--- src/rtl/fetch_unit_if.sv ---
// Fetch-side bus: instruction ROM port, decode handshake and jump request.
interface fetch_unit_if #(
  parameter int ADDR_W  = 3,
  parameter int INSTR_W = 3
);
  logic               rom_enable;
  logic [ADDR_W-1:0]  rom_addr;
  logic [INSTR_W-1:0] rom_data;
  logic [INSTR_W-1:0] instr;
  logic               instr_valid;
  logic               instr_ready;
  logic               jump_en;
  logic [ADDR_W-1:0]  jump_addr;

  // Fetch unit side
  modport master (
    output rom_enable, rom_addr, instr, instr_valid,
    input  rom_data, instr_ready, jump_en, jump_addr
  );

  // ROM / decode side
  modport slave (
    input  rom_enable, rom_addr, instr, instr_valid,
    output rom_data, instr_ready, jump_en, jump_addr
  );
endinterface

--- src/rtl/fetch_unit.sv ---
// Program counter and fetch sequencer in front of a 1-cycle registered ROM.
// Each instruction takes REQ -> CAPT -> VALID; the decode handshake in VALID
// selects the next pc (sequential, jump, or halt at program end).
module fetch_unit #(
  parameter int ADDR_W   = 3,
  parameter int INSTR_W  = 3,
  parameter int PROG_LEN = 7
) (
  input  logic              clock,
  input  logic              reset_n,
  input  logic              start,
  fetch_unit_if.master      bus,
  output logic [ADDR_W-1:0] pc,
  output logic              halted
);

  typedef enum logic [2:0] {
    IDLE  = 3'd0,
    REQ   = 3'd1,
    CAPT  = 3'd2,
    VALID = 3'd3,
    HALT  = 3'd4
  } state_t;

  localparam logic [ADDR_W-1:0] LAST_PC   = ADDR_W'(PROG_LEN - 1);
  localparam logic [ADDR_W:0]   PROG_SIZE = (ADDR_W + 1)'(PROG_LEN);

  state_t             state, state_next;
  logic [ADDR_W-1:0]  pc_next;
  logic [INSTR_W-1:0] instr_q, instr_next;
  logic               valid_q, valid_next;
  logic               jump_in_range;

  // Jump target check done one bit wider so PROG_LEN == 2**ADDR_W still works
  assign jump_in_range = {1'b0, bus.jump_addr} < PROG_SIZE;

  // State, pc and captured instruction registers
  always_ff @(posedge clock or negedge reset_n) begin
    if (!reset_n) begin
      state   <= IDLE;
      pc      <= '0;
      instr_q <= '0;
      valid_q <= 1'b0;
    end else begin
      state   <= state_next;
      pc      <= pc_next;
      instr_q <= instr_next;
      valid_q <= valid_next;
    end
  end

  // Next-state, next-pc and capture decisions
  always_comb begin
    state_next = state;
    pc_next    = pc;
    instr_next = instr_q;
    valid_next = valid_q;
    case (state)
      IDLE, HALT: begin
        if (start) begin
          pc_next    = '0;
          state_next = REQ;
        end
      end
      REQ: state_next = CAPT;
      CAPT: begin
        instr_next = bus.rom_data;
        valid_next = 1'b1;
        state_next = VALID;
      end
      VALID: begin
        if (bus.instr_ready) begin
          valid_next = 1'b0;
          if (bus.jump_en) begin
            if (jump_in_range) begin
              pc_next    = bus.jump_addr;
              state_next = REQ;
            end else begin
              state_next = HALT;
            end
          end else if (pc == LAST_PC) begin
            state_next = HALT;
          end else begin
            pc_next    = pc + ADDR_W'(1);
            state_next = REQ;
          end
        end
      end
      default: state_next = IDLE;
    endcase
  end

  assign bus.rom_enable  = (state == REQ);
  assign bus.rom_addr    = pc;
  assign bus.instr       = instr_q;
  assign bus.instr_valid = valid_q;
  assign halted          = (state == HALT);

endmodule
--- src/flat_wrapper.sv ---
// flat-port wrapper written by rule: the top's interface ports become plain ports
module fetch_unit_flat 
#(
  parameter int ADDR_W   = 3,
  parameter int INSTR_W  = 3,
  parameter int PROG_LEN = 7
)
  (clock, reset_n, start, pc, halted, bus_rom_enable, bus_rom_addr, bus_instr, bus_instr_valid, bus_rom_data, bus_instr_ready, bus_jump_en, bus_jump_addr);
  fetch_unit_if #(.ADDR_W(ADDR_W), .INSTR_W(INSTR_W)) bus_i ();
  input  logic clock;
  input  logic reset_n;
  input  logic start;
  output logic [ADDR_W-1:0] pc;
  output logic halted;
  output wire logic [$bits(bus_i.rom_enable)-1:0] bus_rom_enable;
  output wire logic [$bits(bus_i.rom_addr)-1:0] bus_rom_addr;
  output wire logic [$bits(bus_i.instr)-1:0] bus_instr;
  output wire logic [$bits(bus_i.instr_valid)-1:0] bus_instr_valid;
  input wire logic [$bits(bus_i.rom_data)-1:0] bus_rom_data;
  input wire logic [$bits(bus_i.instr_ready)-1:0] bus_instr_ready;
  input wire logic [$bits(bus_i.jump_en)-1:0] bus_jump_en;
  input wire logic [$bits(bus_i.jump_addr)-1:0] bus_jump_addr;
  assign bus_rom_enable = bus_i.rom_enable;
  assign bus_rom_addr = bus_i.rom_addr;
  assign bus_instr = bus_i.instr;
  assign bus_instr_valid = bus_i.instr_valid;
  assign bus_i.rom_data = bus_rom_data;
  assign bus_i.instr_ready = bus_instr_ready;
  assign bus_i.jump_en = bus_jump_en;
  assign bus_i.jump_addr = bus_jump_addr;
  fetch_unit #(.ADDR_W(ADDR_W), .INSTR_W(INSTR_W), .PROG_LEN(PROG_LEN)) u_core (.clock(clock), .reset_n(reset_n), .start(start), .bus(bus_i), .pc(pc), .halted(halted));
endmodule
--- config.mk ---
export PLATFORM = sky130hd
export DESIGN_NAME = fetch_unit_flat
export DESIGN_NICKNAME = d
export VERILOG_FILES = /design/src/rtl/fetch_unit_if.sv /design/src/rtl/fetch_unit.sv /design/src/flat_wrapper.sv
export SDC_FILE = /design/constraint.sdc
export NUM_CORES = 1
export LEC_CHECK = 0
export ABC_CLOCK_PERIOD_IN_PS = 2400
export CAP_MARGIN = 20
export CORE_MARGIN = 2
export CORE_UTILIZATION = 40
export DETAILED_ROUTE_END_ITERATION = 10
export GPL_TIMING_DRIVEN = 0
export HOLD_SLACK_MARGIN = 0.1
export PLACE_DENSITY = 0.75
export SYNTH_ARGS = -nofsm -noshare
export SYNTH_HDL_FRONTEND = slang
export SYNTH_SLANG_ARGS = --single-unit
--- constraint.sdc ---
create_clock -name clock -period 2.4 [get_ports clock]
set_clock_uncertainty 0.1 [all_clocks]
set_input_delay 0.36 -clock clock [delete_from_list [all_inputs] [get_ports clock]]
set_output_delay 0.36 -clock clock [all_outputs]
set_load 0.005 [all_outputs]
# After elaboration in Yosys (flattened, before gate mapping)
# Cells that the tools add are included.
# word_totals
regBits,10
inputBits,11
output_inout_bits,12
elab_cells,36
# op_classes
n_addsub,1
n_lt_le_gt_ge,1
eq_ne,9
mux,14
n_reduce_logical,7
# ops
operator,n
$mux W3,10
$pmux W3 S4,1
$eq A3 B2 Y1 const B,2
$eq A3 B3 Y1 const B,2
$pmux W3 S2,1
$reduce_and A5 Y1,1
$ne A2 B2 Y1 const B,2
$reduce_and A2 Y1,2
$reduce_bool A2 Y1,2
$add A3 B1 Y3 const B,1
$eq A3 B1 Y1 const B,1
$logic_not A3 Y1,1
$lt A3 B3 Y1 const B,1
$ne A3 B2 Y1 const B,1
$ne A3 B3 Y1 const B,1
$pmux W1 S2,1
$reduce_or A2 Y1,1
$mux W1,1

# Logic depth before layout (Yosys ltp)
# Gate-level depths: netlist (run 1).
# logic_depth
word_depth,5
mapped_depth,5
depth_no_buf,5

# Worst setup path after synthesis (run 1)
# OpenSTA, ideal clock, no wires.
# synth_timing
path_kind,reg2reg
from,"register u_core.pc[0], in the netlist u_core.bus.rom_addr[0]"
to,register u_core.state[2]
t_arrival_ps,1032
slack_ps,1147
stages_incl_launch_ff,6
path_cell_list,dfrtp_1 > inv_1 > ha_1 > nand3b_4 > nand2_1 > a32o_1
# synth_between
elab_chain_cells,5
# synth_rtl
item,line_no,rtl
start: declaration,fetch_unit.sv:13,"output logic [ADDR_W-1:0] pc,"
start signal: assignment,fetch_unit.sv:46,pc <= pc_next;
$eq A3 B3 Y1,fetch_unit.sv:81,end else if (pc == LAST_PC) begin
$mux W3,fetch_unit.sv:81,
$mux W3,fetch_unit.sv:74,if (bus.jump_en) begin
$mux W3,fetch_unit.sv:72,if (bus.instr_ready) begin
$pmux W3 S4,fetch_unit.sv:58,case (state)
end signal: assignment,fetch_unit.sv:45,state <= state_next;
end: declaration,fetch_unit.sv:28,"state_t state, state_next;"
# No other way between the ends. The select of a mux whose other input is x is not followed.
# A chain may end at the register's enable or synchronous reset.

# Final worst setup path (run 1)
# layout_timing
from,register u_core.state[1]
to,output port halted
# layout_between
elab_chain_cells,1
# layout_rtl
item,line_no,rtl
$eq A3 B3 Y1,fetch_unit.sv:97,assign halted = (state == HALT);
end: declaration,flat_wrapper.sv:14,output logic halted;
# No other way between the ends.

==> results of run 1 <==
==> critical path: cells and delay by family (launching register included) <==
| kind | cells | cell delay [ns] |
|---|---|---|
| simple gates | 2 | 0.32 |
| flops | 1 | 0.42 |
| buf+inv | 1 | 0.50 |
==> layout make-up <==
type | count | area share (%)
Multi-Input combinational cell | 35 | 34.70
Sequential cell | 10 | 30.30
Buffer | 4 | 3.636
Inverter | 2 | 0.9091
Timing Repair Buffer | 21 | 25.45
Tap cell | 15 | 2.273
Clock buffer | 3 | 2.727
==> registers in the layout, summed over array words and instances, names as in the netlist <==
register	cells
u_core.bus.instr	3
u_core.bus.rom_addr	3
u_core.state	3
u_core.bus.instr_valid	1
==> metal layers <==
layer / track usage [%] / share of wire [%]
met2: 22.81 / 47
met5: 0 / 0
met1: 17.71 / 47
met4: 5.806 / 0
met3: 3.913 / 6.4
==> how the worst max path moves through the flow <==
stage	endpoint	start	cells after the start	slack, ns
2_1_floorplan	u_core.state[2]	u_core.bus.rom_addr[0]	5	1.15
3_3_place_gp	halted	u_core.state[1]	3	0.75
3_5_place_dp	halted	u_core.state[1]	3	0.71
4_1_cts	halted	u_core.state[1]	3	0.42
5_1_grt	halted	u_core.state[1]	3	0.33
6_report	halted	u_core.state[1]	3	0.44
==> cell usage after synthesis (all sizes together) <==
cell type,instances
a211oi,1
a21boi,1
a21o,1
a21oi,2
a32o,1
and2,2
and2b,1
buf,4
dfrtp,10
ha,2
inv,2
mux2,3
mux2i,4
nand2,5
nand2b,1
nand3b,1
nand4,2
nor2,4
nor3b,1
o21ai,1
or3b,1
xor2,1
==> cells by family (layout without fill, tap and decap cells) <==
group           count (synthesis)  count (layout)
xor+xnor                        1               1
flops                          10              10
mux                             7               7
fa+ha+maj                       2               2
simple gates                   18              18
buf+inv                         6              30
compound gates                  7               7
==> through the flow <==
step	power (W)	setup WS [ns]	utilization (%)	instance area, um^2	hold slack [ns]
2_1_floorplan	0.0005763	1.147	-	574.3	-0.03559
3_3_place_gp	0.0008060	0.7477	60.97	803.3	0.3604
3_5_place_dp	0.0008210	0.7096	60.97	803.3	0.3797
4_1_cts	0.0009320	0.4245	62.68	825.8	0.3206
5_1_grt	0.0009958	0.3256	62.68	825.8	0.3370
6_report	0.0009135	0.4425	62.68	825.8	0.3143
==> power groups by stage <==
stage                     logic [W]  registers (W)  clock network (W)
after detailed placement   0.000493       0.000329                  0
after global placement     0.000485       0.000321                  0
final                      0.000484       0.000326           0.000103
after CTS                  0.000495       0.000326           0.000111
after floorplan            0.000256       0.000320                  0
after global routing       0.000533       0.000341           0.000122
==> flow_metrics.env, run 1 <==
export IMPL_fin_crit_ns=1.958
export IMPL_place_gp_congestion=0.7685
export IMPL_reg2reg_to="u_core.bus.instr[1]"
export IMPL_multi_input_area_um2=286.5
export IMPL_synth_simple_area_share_pct=22.88
export IMPL_worst_pin_slew_ns=0.4249
export IMPL_routed_wl_um=1086
export IMPL_timing_fmax_mhz=510.8
export IMPL_synthAdderAreaFrac_pct=4.357
export IMPL_grt_max_degree=11
export IMPL_drive_gt1_share_pct=20.00
export IMPL_synth_compound_area_share_pct=8.279
export IMPL_drc=0
export IMPL_cts_buffer_depth=2
export IMPL_p_clk_share_pct=11.2
export IMPL_synthMuxAreaShare_pct=12.85
export IMPL_synth_top_area_share_pct=43.57
export IMPL_io_pins=23
export IMPL_synth_xor_area_share_pct=1.525
export IMPL_grt_pass1_wl_um=1904
export IMPL_clk_latency_ns=0.25
export IMPL_nNetsFinal=90
export IMPL_ys_types=25
export IMPL_power_density_nw_per_um2=1106
export IMPL_dieArea_um2=1755
export IMPL_final_common_cell="clkdlybuf4s50_1"
export IMPL_p_sw_w=0.0002901
export IMPL_cp_cell_sequence="nor2_1 > and2_1 > clkdlybuf4s50_1"
export IMPL_outcome="finished, final reports clean"
export IMPL_cts_tree="yes"
export IMPL_initial_core_util_pct=43.59
export IMPL_cts_root_buf="clkbuf_4"
export IMPL_path_clk_slew_ns=0.05
export IMPL_tns_ns=0
export IMPL_p_seq_share_pct=35.7
export IMPL_slowest_delay_ns=0.50
export IMPL_cp_start_kind="flip-flop"
export IMPL_dp_hpwl_um=909.2
export IMPL_synthesis_area_um2=574.3
export IMPL_ys_warn_count=0
export IMPL_ant_nets=0
export IMPL_r2r_cells=3
export IMPL_finalHoldViolCount=0
export IMPL_crit_required_ns=1.94
export IMPL_drt_pass1_iterations=2
export IMPL_maxSlewHeadroom_pct=71.59
export IMPL_layout_common_cells="clkdlybuf4s50_1 (21), dfrtp_1 (10), nand2_1 (5), buf_4 (4), mux2i_1 (4)"
export IMPL_synth_top_family_by_area="simple AND/OR/NAND/NOR gates"
export IMPL_rrSetupSlack_ns=1.05
export IMPL_synth_largest_area_cell="dfrtp_1"
export IMPL_grt_overflow=0
export IMPL_core_area_um2=1318
export IMPL_grt_pass1_vias=453
export IMPL_hold_path_class="in2async"
export IMPL_crit_path_top_delay_cell="clkdlybuf4s50_1"
export IMPL_nFillCells=117
export IMPL_die_width_um=41.89
export IMPL_synthTopCellsByArea="dfrtp_1 (44%), mux2i_1 (7.0%), mux2_2 (5.9%)"
export IMPL_die_h_um=41.89
export IMPL_yosysSeqAreaShare_pct=43.57
export IMPL_power_leakage_nw=0.3978
export IMPL_routedWlPerCell_um=12.07
export IMPL_rows=13
export IMPL_cp_max_fo=6
export IMPL_ys_ff_latch=10
export IMPL_viasPerCell=4.978
export IMPL_antenna_found_initial=0
export IMPL_cts_setup_buffers=0
export IMPL_p_int_w=0.0006234
export IMPL_r2r_start="u_core.state[2]"
export IMPL_path_class="reg2out"
export IMPL_syn_area_per_cell_um2=11.26
export IMPL_syn2layout_area_growth_pct=43.79
export IMPL_comb_power_share_pct=53.0
export IMPL_end_kind="primary output"
export IMPL_dp_cells=87
export IMPL_htree_levels=1
export IMPL_synth_fp_nets=64
export IMPL_clock_sinks=10
export IMPL_synth_cells=51
export IMPL_seqCellArea_um2=250.2
export IMPL_switching_share_pct=31.76
export IMPL_stdcell_count=90
export IMPL_cts_repair_resized=0
export IMPL_period_share_pct=81.56
export IMPL_numCtsBuffers=3
export IMPL_drv_cap=0
export IMPL_track_usage_pct=14.16
export IMPL_numPortBuffers=21
export IMPL_num_vias=448
export IMPL_cp_data_arrival_time_ns=1.50
export IMPL_drtIter0Drc=2
export IMPL_vdd_drop_max_uv=526.5
export IMPL_final_max_slew_violation_count=0
export IMPL_setup_viol=0
export IMPL_n_antenna_cell=0
export IMPL_cts_hold_buf=0
export IMPL_grt_setup_unrepaired="no"
No activity file was read; power rests on OpenSTA's default activity.
==> run 2, diff against run 1 <==
--- a/config.mk
+++ b/config.mk
@@ -5,7 +5,7 @@
 export SDC_FILE = /design/constraint.sdc
 export NUM_CORES = 1
 export LEC_CHECK = 0
-export ABC_CLOCK_PERIOD_IN_PS = 2400
+export ABC_CLOCK_PERIOD_IN_PS = 1860
 export CAP_MARGIN = 20
 export CORE_MARGIN = 2
 export CORE_UTILIZATION = 40
==> constraint.sdc (replaced) <==
create_clock -name clock -period 1.86 [get_ports clock]
set_clock_uncertainty 0.1 [all_clocks]
set_input_delay 0.279 -clock clock [delete_from_list [all_inputs] [get_ports clock]]
set_output_delay 0.279 -clock clock [all_outputs]
set_load 0.005 [all_outputs]
==> run 2 against run 1 <==
  * Setup slack lost 0.36 ns
  * Largest cell class unchanged
  * Routed wire length grew 7.7%
  * Die area is the same
  * Highest routed layer unchanged
==> flow_metrics.env, run 2 (synthesis results as in run 1) <==
export IMPL_outcome="finished, final reports clean"
export IMPL_dieArea_um2=1755
export IMPL_dp_cells=87
export IMPL_finalHoldViolCount=0
export IMPL_dp_hpwl_um=909.2
export IMPL_switching_share_pct=32.01
export IMPL_stdcell_count=92
export IMPL_core_area_um2=1318
export IMPL_fin_ws_ns=0.08723
export IMPL_seqCellArea_um2=250.2
export IMPL_p_seq_share_pct=33.8
export IMPL_setup_viol=0
export IMPL_top_layer="met3"
export IMPL_worst_pin_slew_ns=0.4282
export IMPL_power_leakage_nw=0.4291
export IMPL_p_int_w=0.0008339
export IMPL_hold_ws_ns=0.2347
export IMPL_path_clk_slew_ns=0.05
export IMPL_final_common_cell="clkdlybuf4s50_1"
export IMPL_maxSlewHeadroom_pct=71.36
export IMPL_period_share_pct=95.31
export IMPL_cts_tree="yes"
export IMPL_timing_fmax_mhz=564.1
export IMPL_nFillCells=116
export IMPL_met3_length_um=70
export IMPL_r2r_start="u_core.state[1]"
export IMPL_fin_crit_ns=1.773
export IMPL_cts_root_buf="clkbuf_4"
export IMPL_drive_gt1_share_pct=25.97
export IMPL_track_usage_pct=14.70
export IMPL_numPortBuffers=21
export IMPL_grt_max_degree=11
export IMPL_clock_sinks=10
export IMPL_io_pins=23
export IMPL_layout_common_cells="clkdlybuf4s50_1 (20), dfrtp_1 (10), buf_4 (6), nand2_1 (5), mux2i_1 (4)"
export IMPL_n_antenna_cell=0
export IMPL_nNetsFinal=92
export IMPL_final_max_slew_violation_count=0
export IMPL_wl_met2_um=586
export IMPL_grt_setup_unrepaired="no"
export IMPL_drv_cap=0
export IMPL_r2r_cells=4
export IMPL_clk_latency_ns=0.25
export IMPL_crit_required_ns=1.48
export IMPL_pre_cts_ws_ns=0.2506
export IMPL_vdd_drop_max_uv=682.5
export IMPL_num_vias=460
export IMPL_cts_hold_buf=0
export IMPL_multi_input_area_um2=296.5
export IMPL_syn2layout_area_growth_pct=48.58
export IMPL_grt_pass1_wl_um=1980
export IMPL_reg2reg_to="u_core.bus.rom_addr[0]"
export IMPL_routed_wl_um=1170
export IMPL_die_width_um=41.89
export IMPL_viasPerCell=5.000
export IMPL_drt_pass1_iterations=2
export IMPL_cp_start_kind="flip-flop"
export IMPL_grt_overflow=0
export IMPL_htree_levels=1
export IMPL_p_clk_share_pct=10.8
export IMPL_hold_path_class="in2async"
export IMPL_die_h_um=41.89
export IMPL_place_gp_congestion=0.7685
export IMPL_cts_buffer_depth=2
export IMPL_worst_setup_path_startpoint="u_core.state[1]"
export IMPL_power_density_nw_per_um2=1437
export IMPL_routedWlPerCell_um=12.72
export IMPL_power_w=0.001226
export IMPL_wl_met1_um=513
export IMPL_cp_max_fo=3
export IMPL_drc=0
export IMPL_ant_nets=0
export IMPL_grt_pass1_vias=473
export IMPL_rrSetupSlack_ns=0.47
export IMPL_numCtsBuffers=3
export IMPL_end_kind="primary output"
export IMPL_initial_core_util_pct=43.59
export IMPL_path_class="reg2out"
export IMPL_cp_data_arrival_time_ns=1.39
export IMPL_drtIter0Drc=1
export IMPL_rows=13
export IMPL_comb_power_share_pct=55.4
export IMPL_crit_path_end="bus_rom_enable"
export IMPL_tns_ns=0
export IMPL_antenna_found_initial=0
export IMPL_p_sw_w=0.0003926
-- run 2: cell types whose count changed in the layout (fill, tap and decap cells not counted), sizes merged --
cell and delta:
buf +2, clkdlybuf4s50 -1, dlymetal6s2s +1
-- run 2: final cells by class --
| cell class | count | share of cell area (%) |
|---|---|---|
| multi-input combinational | 35 | 34.75 |
| sequential | 10 | 29.33 |
| timing repair buffer | 23 | 26.69 |
| buffer | 4 | 3.519 |
| clock buffer | 3 | 2.639 |
| tap | 15 | 2.199 |
| inverter | 2 | 0.8798 |
-- run 2: metrics by stage --
stage,area [um^2],util (%)
2_1_floorplan,574.3,-
3_3_place_gp,803.3,60.97
3_5_place_dp,803.3,60.97
4_1_cts,840.8,63.82
5_1_grt,853.3,64.77
6_report,853.3,64.77
-- run 2: worst max-delay path, stage by stage (launching register included) --
cell,delay (ns)
dfrtp_1,0.41
nor3b_2,0.20
clkdlybuf4s50_1,0.54
-- run 2: worst min-delay path by stage --
stage / from / cells after the start / end
global placement: u_core.bus.instr_valid / 1 / u_core.bus.instr_valid
detailed placement: u_core.bus.instr_valid / 1 / u_core.bus.instr_valid
CTS: reset_n / 1 / u_core.bus.instr[2]
floorplan: reset_n / 0 / u_core.bus.instr[0]
global route: reset_n / 1 / u_core.state[0]
finish: reset_n / 1 / u_core.state[2]
-- run 2: metal layers --
| layer | GRT usage [%] | vias to the layer above |
|---|---|---|
| met3 | 3.913 | 0 |
| met4 | 5.806 | 0 |
| li1 | - | 230 |
| met1 | 17.98 | 212 |
| met5 | 0 | - |
| met2 | 24.38 | 18 |
-- run 2: what timing repair did --
action	4_1_cts	5_1_grt
resized for setup	0	4
setup endpoints to repair	1	2
hold endpoints to repair	0	0
buffers inserted	2	0
pin swaps	0	1
-- run 2: power by group through the flow --
stage | combinational (W) | clock (W) | sequential, W
finish | 0.000680 | 0.000133 | 0.000414
global route | 0.000745 | 0.000158 | 0.000431
CTS | 0.000682 | 0.000143 | 0.000408
detailed placement | 0.000636 | 0 | 0.000424
global placement | 0.000626 | 0 | 0.000414
floorplan | 0.000330 | 0 | 0.000413
